[src/rtl/udp_seq_bank.sv]
// ---------------------------------------------------------------------------
// udp_seq_bank
//   A bank of CHANNELS independent table-driven sequential primitives. Each
//   channel replaces a single-output sequential UDP with plain flops:
//     1. The raw input a[i] passes through a debounce filter. A change is
//        accepted into af only after FILTER consecutive samples differ from
//        the current af.
//     2. af_prev holds af from the previous edge, so the pair (af_prev, af)
//        carries the edge and level history of the filtered input.
//     3. The next state is looked up in the 8-entry TABLE, indexed by
//        {q, af_prev, af}. A load of all channels takes priority over the
//        per-channel enable.
//
// Parameters
//   CHANNELS  number of independent channels (>=1)
//   FILTER    consecutive differing samples needed to accept a change (>=1)
//   TABLE     next-state table, bit index = {q, af_prev, af}
//   INIT      reset value of every channel state q
//
// Ports
//   clk       in   1         clock, rising edge
//   rst       in   1         asynchronous reset, active high
//   en        in   CHANNELS  per-channel state-update enable
//   a         in   CHANNELS  raw primitive inputs
//   load      in   1         force the state of all channels to load_val
//   load_val  in   CHANNELS  value forced while load=1
//   o         out  CHANNELS  primitive outputs (the state q)
//   changed   out  CHANNELS  pulse, high in the first cycle o holds a new value
//
// Handshake: none. Every input is sampled at each rising clk edge. Every
// output is a registered value, valid for the whole cycle after that edge.
// ---------------------------------------------------------------------------
module udp_seq_bank #(
  parameter int         CHANNELS = 2,
  parameter int         FILTER   = 1,
  parameter logic [7:0] TABLE    = 8'b01010101,
  parameter logic       INIT     = 1'b0
) (
  input  logic                clk,
  input  logic                rst,
  input  logic [CHANNELS-1:0] en,
  input  logic [CHANNELS-1:0] a,
  input  logic                load,
  input  logic [CHANNELS-1:0] load_val,
  output logic [CHANNELS-1:0] o,
  output logic [CHANNELS-1:0] changed
);

  localparam int CNT_W = (FILTER > 1) ? $clog2(FILTER) : 1;
  localparam logic [CNT_W-1:0] CNT_MAX = CNT_W'(FILTER - 1);

  logic [CHANNELS-1:0] af_q,      af_d;
  logic [CHANNELS-1:0] af_prev_q, af_prev_d;
  logic [CHANNELS-1:0] q_q,       q_d;
  logic [CHANNELS-1:0] changed_q, changed_d;
  logic [CNT_W-1:0]    cnt_q [CHANNELS];
  logic [CNT_W-1:0]    cnt_d [CHANNELS];

  // Debounce filter. If a sample matches af, any partial count is dropped,
  // so a pulse shorter than FILTER samples never reaches af. With FILTER=1,
  // CNT_MAX is 0 and af becomes a plain one-cycle register of a.
  always_comb begin
    af_d = af_q;
    for (int i = 0; i < CHANNELS; i++) begin
      cnt_d[i] = cnt_q[i];
      if (a[i] == af_q[i]) begin
        cnt_d[i] = '0;
      end else if (cnt_q[i] == CNT_MAX) begin
        af_d[i]  = a[i];
        cnt_d[i] = '0;
      end else begin
        cnt_d[i] = cnt_q[i] + CNT_W'(1);
      end
    end
  end

  // af_prev keeps tracking af even when a channel is disabled or loaded.
  // This way, re-enabling a channel on a stable input sees a level and not
  // a stale edge.
  always_comb begin
    af_prev_d = af_q;
  end

  // State update. The table is indexed with the registered filtered
  // history, so a change in a reaches o one edge after it reaches af.
  always_comb begin
    q_d = q_q;
    for (int i = 0; i < CHANNELS; i++) begin
      if (load) begin
        q_d[i] = load_val[i];
      end else if (en[i]) begin
        q_d[i] = TABLE[{q_q[i], af_prev_q[i], af_q[i]}];
      end else begin
        q_d[i] = q_q[i];
      end
    end
  end

  // changed is registered alongside q. It is high exactly in the cycle
  // where o first shows a new value.
  always_comb begin
    changed_d = q_d ^ q_q;
  end

  always_ff @(posedge clk or posedge rst) begin
    if (rst) begin
      af_q      <= '0;
      af_prev_q <= '0;
      q_q       <= {CHANNELS{INIT}};
      changed_q <= '0;
      for (int i = 0; i < CHANNELS; i++) begin
        cnt_q[i] <= '0;
      end
    end else begin
      af_q      <= af_d;
      af_prev_q <= af_prev_d;
      q_q       <= q_d;
      changed_q <= changed_d;
      for (int i = 0; i < CHANNELS; i++) begin
        cnt_q[i] <= cnt_d[i];
      end
    end
  end

  assign o       = q_q;
  assign changed = changed_q;

endmodule

[config.mk]
export PLATFORM = sky130hd
export DESIGN_NAME = udp_seq_bank
export DESIGN_NICKNAME = d
export VERILOG_FILES = /design/src/rtl/udp_seq_bank.sv
export SDC_FILE = /design/constraint.sdc
export NUM_CORES = 1
export LEC_CHECK = 0
export CAP_MARGIN = 25
export CORE_AREA = 2 2 39 41
export CTS_CLUSTER_DIAMETER = 50
export DETAILED_ROUTE_END_ITERATION = 12
export DIE_AREA = 0 0 41 43
export PLACE_DENSITY = 0.5
export SLEW_MARGIN = 20
export SYNTH_ARGS = -nofsm -noshare
export SYNTH_HDL_FRONTEND = slang
export SYNTH_SLANG_ARGS = --single-unit
[constraint.sdc]
create_clock -name clk -period 2.1 [get_ports clk]
set_clock_uncertainty 0.05 [all_clocks]
set_input_delay 0.42 -clock clk [delete_from_list [all_inputs] [get_ports clk]]
set_output_delay 0.42 -clock clk [all_outputs]
set_load 0.02 [all_outputs]
### Word-level counts from Yosys, hierarchy flattened

Memories as Yosys holds them, arrays and structs flattened.
Cells that the tools add are included.

* memories: 2
* bits in writable memories: 0
* memory bits (read-only): 16
* output and inout bits: 4
* latch bits: 0
* bits in registers: 10
* input port bits: 9

* shift operators: 0
* divide/modulo/power cells: 0
* $lt $le $gt $ge: 2
* reductions and logical operators: 2
* muxes and demuxes: 10
* $mul: 0
* bitwise operators: 5
* add/sub/neg operators: 2
* equality and inequality tests: 2

Memories
* (no name shown): depth 8, width 1, rd ports 1, clocked after Yosys merged registers in 0, write ports 0, line 92 `q_d[i] = TABLE[{q_q[i], af_prev_q[i], af_q[i]}];`
* (no name shown): depth 8, width 1, rd ports 1, clocked after Yosys merged registers in 0, write ports 0, line 92

Operators with widths (count)
* two-way mux 1 bit: 10
* less-than comparator 3 x 4 -> 1 bit (second input constant): 2
* inverter 1 bit: 4
* AND reduction 2 bit: 2
* adder 1 bit (second input constant): 2
* == test 1 bit: 2
* bitwise XOR 2 bit: 1

### Longest topological paths before layout

* depth in word-level cells: 5
* depth in mapped cells: 3
* gate-level depth less buffers: 2

### Least setup slack after synthesis

No wires, ideal clock.

* path kind: in2reg
* from: in load
* to: reg changed_q[1], in the netlist changed[1]
* arrival time: 1.014 ns
* setup time: 0.086 ns
* stages: 3
* slack: 0.950 ns
* cell sequence: buf_6 > or3b_1 > a32oi_1

* cells in the longest elaborated chain, start to end: 2

Ends and longest elaborated chain
* start, declared: line 43 `input logic load,`
* two-way mux 1 bit: line 89 `if (load) begin`
* bitwise XOR 2 bit: line 102 `changed_d = q_d ^ q_q;`
* via changed_d[1]: line 55 `logic [CHANNELS-1:0] changed_q, changed_d;`
* end signal, assigned: line 118 `changed_q <= changed_d;`
* end, declared: line 55

The timed path passes the listed nets, and every way through them passes these cells.
A chain may end at the register's enable or synchronous reset.

### Worst setup path in the final report

* from: reg q_q[0], in the netlist o[0]
* to: out o[0]

RTL lines
* start, declared: line 54 `logic [CHANNELS-1:0] q_q, q_d;`
* start signal, assigned: line 109 `q_q <= {CHANNELS{INIT}};`
* start signal, assigned: line 117 `q_q <= q_d;`
* end, declared: line 45 `output logic [CHANNELS-1:0] o,`

No word-level cell between the ends.

==> results.yml <==
clock_network:
  cts_buffers: 3
  cts-resized-gates: 0
  htree_levels: 1
  clock_latency_ps: 240
  cts_root_buffer: "clkbuf_4"
  cts_tree: "done"
  clock_sinks: 6
  cts_buffer_depth: 2
  post_cts_buffers: 0
  cts_hold_buffers: 0
  path_clk_slew_ps: 50
detailed_routing:
  via_per_inst: 4.20
  post-route-drc-count: 0
  wl_per_cell_microns: 10.7
  vias: 231
  antenna_left: 0
  wl_microns: 591
  drt_iter0_markers: 0
  drtPass1Iterations: 1
setup_path:
  crit_arrival_ps: 1280
  cp_cell_sequence: "clkdlybuf4s50_1"
  critPathMaxStageDelay_ps: 630
  crit_family: "buffers and inverters"
  cp.required_ps: 1630
  startpoint_type: "flip-flop"
  slowest_stage: "clkdlybuf4s50_1"
  cp_max_fo: 4
  end_kind: "primary output"
  critPathKind: "flip-flop to primary output"
  crit_buf_inv: 1
synthesis:
  synthCells: 27
  synth_top_family_by_area: "simple AND/OR/NAND/NOR gates"
  ys_seq_elements: 6
  avgSynthCellArea_sq_um: 11.0
  yosysSeqAreaShare_pct: 50.4
  yosys_warnings: 0
  yosysTopAreaCellShare_pct: 50.4
  yosys.area.top_type: "dfrtp_1"
  synthMuxAreaShare_pct: 0
  synthTopCellsByArea: "dfrtp_1 (50%), or2b_1 (5.0%), nor2b_1 (4.2%), buf_6 (3.8%), a22o_2 (3.4%)"
  yosys.area_share.simple_pct: 22.3
  synthesis.nets: 36
  ys_types: 19
  synth_xor_area_share_pct: 5.88
  synth_fa_ha_area_share_pct: 0
  synthesis.area_sq_um: 298
  synth_compound_area_share_pct: 13.9
sta:
  fin_crit_sh_pct: 83.2
  worst_pin_slew_ps: 274
  hold_violations: 0
  fin_crit_ps: 1750
  setup_viol: 0
  fmax_mhz: 573
  drv_slew: 0
  hold_ws_ps: 347
  setup_tns_ps: 0
  setup_ws_ps: 354
  grt_setup_unrepaired: "false"
  slew_headroom_pct: 81.7
place:
  hpwl_microns: 471
  dp_cells: 52
  place_congestion: 0.575
  dpl_worst_slack_ps: 375
  port_buffers: 12
global_routing:
  grt_pass1_wl_microns: 966
  grt_pass1_vias: 240
  grtUsageTotal_pct: 8.58
  overflow: 0
  grt_max_degree: 11
  antenna_found_initial: 0
run_status:
  status: "finished, final reports clean"
die:
  ios: 13
  core.rowCount: 14
  dieWidth_microns: 41
  die_y_microns: 43
  die_area_sq_um: 1760
  start_util_pct: 21.5
  coreArea_sq_um: 1380
power_and_ir_drop:
  p_total_uw: 309
  vdd_ir_drop_max_v: 0.000235
  powerDensity_nw_per_um2: 699
  p_leak_uw: 0.000183
layout:
  nets: 50
  fillers: 144
  final_cell_count_no_fill: 55
  diodes: 0
  areaGrowthSynthToFinish_pct: 48.3
  layout-drive-gt1-share_pct: 15.4
  final_common_cell: "clkdlybuf4s50_1"
  final_cell_mix: "clkdlybuf4s50_1 (12), dfrtp_1 (6), clkbuf_4 (3)"
worst_hold_path:
  hp-class: "input pin to async pin"
run:
  maxCapViolCount: 0
worst paths after layout:
kind | slack (ps) | to | start | cells past startpoint
max | 350 | o[0] | o[0] | 1
min | 350 | changed[0] | rst | 2
max reg2reg | 1080 | changed[1] | af_prev_d[1] | 2
min reg2reg | 500 | changed[1] | o[1] | 1
max in group asynchronous | 1460 | af_prev_d[0] | rst | 2
min in group clk | 500 | changed[1] | o[1] | 1
per-layer routing:
layer  part of all wire (%)  wire length [microns]  vias to the layer above  global-route usage [%]
li1                       -                      -                      114                       -
met1                     46                    269                      104                    9.80
met2                     45                    264                       13                    11.6
met3                    9.6                     57                        0                    4.71
met4                      0                      0                        0                    6.00
met5                      0                      0                        -                       0
registers in the layout, indices dropped and copies added (netlist names):
| signal | count |
|---|---|
| o | 2 |
| af_prev_d | 2 |
| changed | 2 |
per-stage QoR:
stage	utilization, %	cell area (sq um)
finish	31.9	442
global placement	30.3	419
floorplan	-	298
detailed placement	30.3	419
global route	31.9	442
CTS	31.9	442
cells by family (layout without fill, tap and decap cells):
logic type,count (synthesis),after routing
buf+inv,4,16
simple gates,10,10
flops,6,6
compound gates,5,5
xor+xnor,2,2
worst register-to-register path: stages (launching register included):
cell,delay [ps]
dfrtp_1,380
or3b_1,350
a32oi_1,160
report_power, final:
group          switching (uW)  internal (uW)  leakage [uW]  total, uW
Combinational            29.0           41.6     0.0000984       70.6
Sequential               6.99            127     0.0000710        134
Clock                    40.2           64.6     0.0000138        105
Total                    76.2            233      0.000183        309
Yosys cell counts:
library cell	count
a21oi_1	1
a22o_2	1
a32oi_1	1
and2_1	1
and2b_2	1
buf_6	1
clkbuf_1	2
dfrtp_1	6
inv_1	1
nand2_1	1
nand3b_1	1
nor2_1	1
nor2b_1	2
o31a_2	1
o31ai_1	1
or2b_1	2
or3b_1	1
xnor2_1	1
xor2_1	1
final cells by class:
| cell class | count | area, sq um | area share, % |
|---|---|---|---|
| repair buffers | 12 | 120 | 27.2 |
| inverters | 1 | 3.75 | 0.850 |
| clock buffers | 3 | 22.5 | 5.10 |
| multi-input cells | 17 | 125 | 28.3 |
| well taps | 16 | 20.0 | 4.53 |
| flip-flops and latches | 6 | 150 | 34.0 |
Power figures use the tool's default switching activity.
